## src/rtl/fru_pkg.sv

```systemverilog
// Shared types and helpers for the filter-override controller.
package fru_pkg;

  typedef enum logic [2:0] {
    ST_IDLE   = 3'd0,
    ST_LOAD   = 3'd1,
    ST_LOADED = 3'd2,
    ST_ARMED  = 3'd3,
    ST_ACTIVE = 3'd4
  } fru_state_e;

  // Beats needed to ship a {RegConst, BypassEn} image of 2*filter_size bits.
  function automatic int unsigned nbeats(input int unsigned filter_size,
                                         input int unsigned word_w);
    return (2 * filter_size + word_w - 1) / word_w;
  endfunction

endpackage

```

## src/rtl/fru_hold_counter.sv

```systemverilog
// Loadable down-counter with zero flag; saturates at zero.
module fru_hold_counter #(
  parameter int CNT_W = 16
) (
  input  logic             clk,
  input  logic             rst_n,
  input  logic             load,
  input  logic [CNT_W-1:0] load_val,
  input  logic             dec,
  output logic [CNT_W-1:0] cnt_o,
  output logic             zero_o
);

  logic [CNT_W-1:0] cnt_q, cnt_d;

  always_comb begin
    cnt_d = cnt_q;
    if (load) begin
      cnt_d = load_val;
    end else if (dec && (cnt_q != '0)) begin
      cnt_d = cnt_q - 1'b1;
    end
  end

  always_ff @(posedge clk or negedge rst_n) begin
    if (!rst_n) begin
      cnt_q <= '0;
    end else begin
      cnt_q <= cnt_d;
    end
  end

  assign cnt_o  = cnt_q;
  assign zero_o = (cnt_q == '0);

endmodule

```

## src/rtl/fru_filter_ctrl.sv

```systemverilog
// Loads a bypass/constant image over a beat stream and drives it to the
// signal filter unit for a trigger-started override window.
module fru_filter_ctrl
  import fru_pkg::*;
#(
  parameter int FILTER_SIZE = 10,
  parameter int WORD_W      = 8,
  parameter int CNT_W       = 16
) (
  input  logic                   clk,
  input  logic                   rst_n,
  input  logic                   cfg_valid,
  output logic                   cfg_ready,
  input  logic [WORD_W-1:0]      cfg_data,
  input  logic                   cfg_last,
  input  logic                   arm,
  input  logic                   disarm,
  input  logic                   trigger,
  input  logic [CNT_W-1:0]       hold_cycles,
  output logic [FILTER_SIZE-1:0] BypassEn,
  output logic [FILTER_SIZE-1:0] RegConst,
  output logic [2:0]             state_o,
  output logic                   cfg_err
);

  localparam int unsigned IMG_W  = 2 * FILTER_SIZE;
  localparam int unsigned NBEATS = nbeats(FILTER_SIZE, WORD_W);
  localparam int unsigned BCW    = $clog2(NBEATS + 1);
  localparam logic [BCW-1:0] NB_L = BCW'(NBEATS);

  fru_state_e             state_q, state_d;
  logic [BCW-1:0]         beat_cnt_q, beat_cnt_d;
  logic [IMG_W-1:0]       staging_q, staging_d;
  logic [IMG_W-1:0]       shadow_q, shadow_d;
  logic                   cfg_err_q, cfg_err_d;
  logic [FILTER_SIZE-1:0] bypass_q, bypass_d;
  logic [FILTER_SIZE-1:0] regconst_q, regconst_d;

  logic                   accept;
  logic [BCW-1:0]         beat_idx, beat_num;
  logic                   cnt_load, cnt_dec, cnt_zero;
  logic [CNT_W-1:0]       cnt;

  assign cfg_ready = (state_q == ST_IDLE) || (state_q == ST_LOAD) || (state_q == ST_LOADED);
  assign accept    = cfg_valid && cfg_ready;
  assign beat_idx  = (state_q == ST_LOAD) ? beat_cnt_q : '0;
  assign beat_num  = beat_idx + 1'b1;

  fru_hold_counter #(.CNT_W(CNT_W)) u_hold_counter (
    .clk      (clk),
    .rst_n    (rst_n),
    .load     (cnt_load),
    .load_val (hold_cycles),
    .dec      (cnt_dec),
    .cnt_o    (cnt),
    .zero_o   (cnt_zero)
  );

  always_comb begin
    state_d    = state_q;
    beat_cnt_d = beat_cnt_q;
    staging_d  = staging_q;
    shadow_d   = shadow_q;
    cfg_err_d  = cfg_err_q;
    cnt_load   = 1'b0;
    cnt_dec    = 1'b0;

    if (accept) begin
      if (state_q != ST_LOAD) begin
        staging_d = '0;
      end
      // Bits beyond the image width in the final beat are dropped here.
      for (int unsigned k = 0; k < IMG_W; k++) begin
        if (beat_idx == BCW'(k / WORD_W)) begin
          staging_d[k] = cfg_data[k % WORD_W];
        end
      end
      beat_cnt_d = beat_num;
      if ((beat_num == NB_L) && cfg_last) begin
        state_d    = ST_LOADED;
        shadow_d   = staging_d;
        cfg_err_d  = 1'b0;
        beat_cnt_d = '0;
      end else if ((beat_num == NB_L) || cfg_last) begin
        state_d    = ST_IDLE;
        staging_d  = '0;
        cfg_err_d  = 1'b1;
        beat_cnt_d = '0;
      end else begin
        state_d = ST_LOAD;
      end
    end else begin
      unique case (state_q)
        ST_LOADED: if (arm) state_d = ST_ARMED;
        ST_ARMED: begin
          if (disarm) begin
            state_d = ST_LOADED;
          end else if (trigger) begin
            state_d  = ST_ACTIVE;
            cnt_load = 1'b1;
          end
        end
        ST_ACTIVE: begin
          cnt_dec = 1'b1;
          // A zero count in ACTIVE means the window was opened unbounded.
          if (disarm || (!cnt_zero && (cnt == CNT_W'(1)))) begin
            state_d = ST_LOADED;
          end
        end
        default: ;
      endcase
    end

    bypass_d   = (state_d == ST_ACTIVE) ? shadow_q[FILTER_SIZE-1:0]     : '0;
    regconst_d = (state_d == ST_ACTIVE) ? shadow_q[IMG_W-1:FILTER_SIZE] : '0;
  end

  always_ff @(posedge clk or negedge rst_n) begin
    if (!rst_n) begin
      state_q    <= ST_IDLE;
      beat_cnt_q <= '0;
      staging_q  <= '0;
      shadow_q   <= '0;
      cfg_err_q  <= 1'b0;
      bypass_q   <= '0;
      regconst_q <= '0;
    end else begin
      state_q    <= state_d;
      beat_cnt_q <= beat_cnt_d;
      staging_q  <= staging_d;
      shadow_q   <= shadow_d;
      cfg_err_q  <= cfg_err_d;
      bypass_q   <= bypass_d;
      regconst_q <= regconst_d;
    end
  end

  assign BypassEn = bypass_q;
  assign RegConst = regconst_q;
  assign state_o  = state_q;
  assign cfg_err  = cfg_err_q;

endmodule

```

## config.mk

```make
export PLATFORM = sky130hd
export DESIGN_NAME = fru_filter_ctrl
export DESIGN_NICKNAME = d
export VERILOG_FILES = /design/src/rtl/fru_pkg.sv /design/src/rtl/fru_hold_counter.sv /design/src/rtl/fru_filter_ctrl.sv
export SDC_FILE = /design/constraint.sdc
export NUM_CORES = 1
export LEC_CHECK = 0
export CORE_MARGIN = 5
export CORE_UTILIZATION = 50
export CTS_BUF_LIST = sky130_fd_sc_hd__clkbuf_4 sky130_fd_sc_hd__clkbuf_8 sky130_fd_sc_hd__clkbuf_16
export DETAILED_ROUTE_END_ITERATION = 10
export DONT_BUFFER_PORTS = 1
export HOLD_SLACK_MARGIN = 0.12
export SYNTH_ARGS = -nofsm -noshare
export SYNTH_HDL_FRONTEND = slang
export SYNTH_SLANG_ARGS = --single-unit
```

## constraint.sdc

```tcl
create_clock -name clk -period 2.5 [get_ports clk]
set_clock_uncertainty 0.05 [all_clocks]
set_input_delay 0.625 -clock clk [delete_from_list [all_inputs] [get_ports clk]]
set_output_delay 0.625 -clock clk [all_outputs]
set_load 0.01 [all_outputs]
```

==> impl_metrics.json <==
{
  "post-synth-top-area-fraction_pct": 55.8,
  "synth-edff-count": 0,
  "synth.cells.most_frequent": "78 x sky130_fd_sc_hd__dfrtp_1, 51 x sky130_fd_sc_hd__nor2_1, 23 x sky130_fd_sc_hd__nor2b_1, 19 x sky130_fd_sc_hd__nand2_1",
  "synthesis.area_um2": 3500,
  "net_count_of_the_mapped_netlist": 366,
  "post_cts_resize_count": 0,
  "seq_area_frac_synth_pct": 55.8,
  "power.total_mw": 3.75,
  "leakagePower_nw": 1.68,
  "least_setup_slack_across_all_paths_after_layout_ns": 0.270,
  "synth_top_flop_cell": "sky130_fd_sc_hd__dfrtp_1",
  "number_of_flip_flops_and_latches_in_the_synthesized_netlist": 78,
  "drive_gt1_share_pct": 11.5,
  "final.period_utilization_pct": 89.2,
  "clkTransAtPathRegs_ns": 0.09,
  "post-route-drc-count": 0,
  "initial_antenna_violation_count": 0,
  "clkSinkCount": 78,
  "place_congestion": 0.801,
  "io-pin-count": 56,
  "place_inst": 417,
  "cp_max_fo": 8,
  "postSynthAreaPerCell_um2": 10.6,
  "worstSetupStartpointType": "flop",
  "pre_cts_slack_ns": 0.273,
  "cts_htree_levels": 3,
  "io_buffer_count": 0,
  "grt_first_pass_wirelength_um": 12000,
  "insertion_delay_ns": 0.34,
  "dpl-instance-area_um2": 3600,
  "post_drt_wl_per_cell_um": 16.1,
  "worst-endpoint-required_ns": 2.73,
  "start_util_pct": 51.5,
  "fin_area_um2": 3870,
  "numCtsBuffers": 9,
  "layout_min_cycle_time_ns": 2.23,
  "setup_viol_count_final": 0,
  "drt.antenna.violating_nets": 0,
  "max_clock_freq_mhz": 448,
  "chipWidth_um": 93.6,
  "reported_max_cap_violation_count": 0,
  "finalWirelength_um": 7020,
  "status": "completed",
  "power.density_nw_per_um2": 968,
  "grt_pass1_vias": 2431,
  "yosysWarnings": 0,
  "hold_path.class": "input pin to flop",
  "whs_ns": 0.339,
  "post_synth_cell_types": 43,
  "post_synthesis_cells": 329,
  "setup_tns_ns": 0,
  "dr_total_vias": 2456,
  "unrepaired_setup_endpoints_after_global_routing": "false",
  "worstSetupPathType": "flop to flop",
  "asyncSetResetFlopFracSynth_pct": 100,
  "design.die.area_um2": 8760,
  "cts-root-buf": "sky130_fd_sc_hd__clkbuf_8",
  "synth.area.top_cells": "sky130_fd_sc_hd__dfrtp_1 56%, sky130_fd_sc_hd__nor2_1 5.5%, sky130_fd_sc_hd__nor2b_1 4.1%",
  "largest_net_degree_at_the_start_of_global_routing": 79,
  "finalNetCount": 371,
  "synth_top_cell_by_area": "sky130_fd_sc_hd__dfrtp_1",
  "vdd_ir_drop_max_v": 0.000405,
  "tritoncts": "done",
  "layout-area-overhead-vs-synth_pct": 10.7,
  "timing.final.hold_violations": 0,
  "relSlewSlack_pct": 62.3,
  "finalCoreUtilization_pct": 56.9,
  "layout.cells.non_filler": 435,
  "number_of_detailed_routing_iterations_run_before_antenna_repair": 4,
  "rows": 30,
  "cp-end-kind": "flop",
  "detailedPlacementHpwl_um": 4770,
  "synth.most_common_cell": "sky130_fd_sc_hd__dfrtp_1",
  "grt_overflow_total": 0,
  "grt_util_all_layers_pct": 17.5,
  "cts-root-to-sink-buffers": 2,
  "critical_path_arrival_ns": 2.46,
  "worstMarginPinSlew_ns": 0.563,
  "initialDrtViolationCount": 102,
  "timing.final.max_slew_violations": 0,
  "routed_via_density": 5.65,
  "core_area_um2": 6790,
  "chipHeight_um": 93.6,
  "antennaDiodeCount": 0
}
[layout make-up]
class / count / area, um2
tap: 96 / 120
sequential: 78 / 1950
timing repair buffer: 13 / 120
clock buffer: 9 / 124
fill: 599 / 2930
inverter: 7 / 26.3
multi-input combinational: 225 / 1420
clock inverter: 7 / 103
[flip-flops by register name, summed over array words and instances (netlist names)]
register and count:
staging_q 16, cfg_err 1, beat_cnt_q 2, BypassEn 10
shadow_q 20, u_hold_counter.cnt_o 16, state_o 3, RegConst 10
[critical path, stage by stage, from the launching register on]
cell,delay (ns)
sky130_fd_sc_hd__dfrtp_1,0.38
sky130_fd_sc_hd__nor2_1,0.17
sky130_fd_sc_hd__and2_1,0.19
sky130_fd_sc_hd__nand2_1,0.12
sky130_fd_sc_hd__ha_1,0.27
sky130_fd_sc_hd__xnor2_1,0.23
sky130_fd_sc_hd__nand2_1,0.10
sky130_fd_sc_hd__o21ai_1,0.45
sky130_fd_sc_hd__a22o_1,0.21
[report_power, final]
group	internal (mW)	switching, mW	total, mW
logic	0.377	0.410	0.787
clock network	0.577	0.494	1.07
registers	1.61	0.279	1.89
[routing by layer]
layer | up-vias | share of wire [%] | global-route usage (%)
met4 | 0 | 1.2 | 6.62
met1 | 1211 | 46 | 25.0
li1 | 1178 | - | -
met5 | - | 0 | 0
met3 | 6 | 5.9 | 4.75
met2 | 61 | 46 | 25.5
[placed cells by master, fill, tap and decap left out, drive strengths merged]
master	count
and2	3
and3	6
o21ai	14
a21o	1
nor2b	23
bufinv	2
nor3b	2
a22o	16
or4	2
clkinvlp	1
inv	11
nor4b	1
nor2	51
nand3	9
nor4	4
a31oi	2
nor3	7
nand4	6
a21oi	8
nand4b	1
o41ai	1
xnor2	2
or2	1
a221oi	16
buf	12
a32oi	1
dfrtp	78
or3	2
o311ai	4
ha	6
a211o	1
xor2	7
mux2i	2
nand2b	2
nand2	20
clkbuf	9
dlygate4sd3	1
mux2	4
[worst paths after layout]
| path | endpoint | slack (ns) | startpoint | depth (start not counted) |
|---|---|---|---|---|
| max | staging_q[12]$_DFFE_PN0P_ | 0.27 | state_o[2]$_DFF_PN0_ | 8 |
| min | u_hold_counter.cnt_o[10]$_DFFE_PN0P_ | 0.34 | hold_cycles[10] | 2 |
| max reg2reg | staging_q[12]$_DFFE_PN0P_ | 0.27 | state_o[2]$_DFF_PN0_ | 8 |
| min reg2reg | RegConst[1]$_DFF_PN0_ | 0.45 | shadow_q[11]$_DFFE_PN0P_ | 1 |
| max in group asynchronous | staging_q[12]$_DFFE_PN0P_ | 1.30 | rst_n | 2 |
| min in group asynchronous | u_hold_counter.cnt_o[6]$_DFFE_PN0P_ | 0.78 | rst_n | 2 |
[logic make-up (layout without fill, tap and decap cells)]
family / after synthesis / count (layout) / synth area share [%]
XOR/XNOR: 9 / 9 / 2.25
multiplexers: 6 / 6 / 1.86
buffers and inverters: 26 / 36 / 3.58
flip-flops: 78 / 78 / 55.8
AO/OA/AOI/OAI: 64 / 64 / 13.5
AND/OR/NAND/NOR: 140 / 140 / 20.8
adder cells (fa/ha/maj): 6 / 6 / 2.15
[what timing repair did]
item                                   in CTS  in global routing
hold buffers                                2                  0
setup buffers                               0                  0
endpoints found under the hold margin      78                  0
No activity file was read; power rests on OpenSTA's default activity.
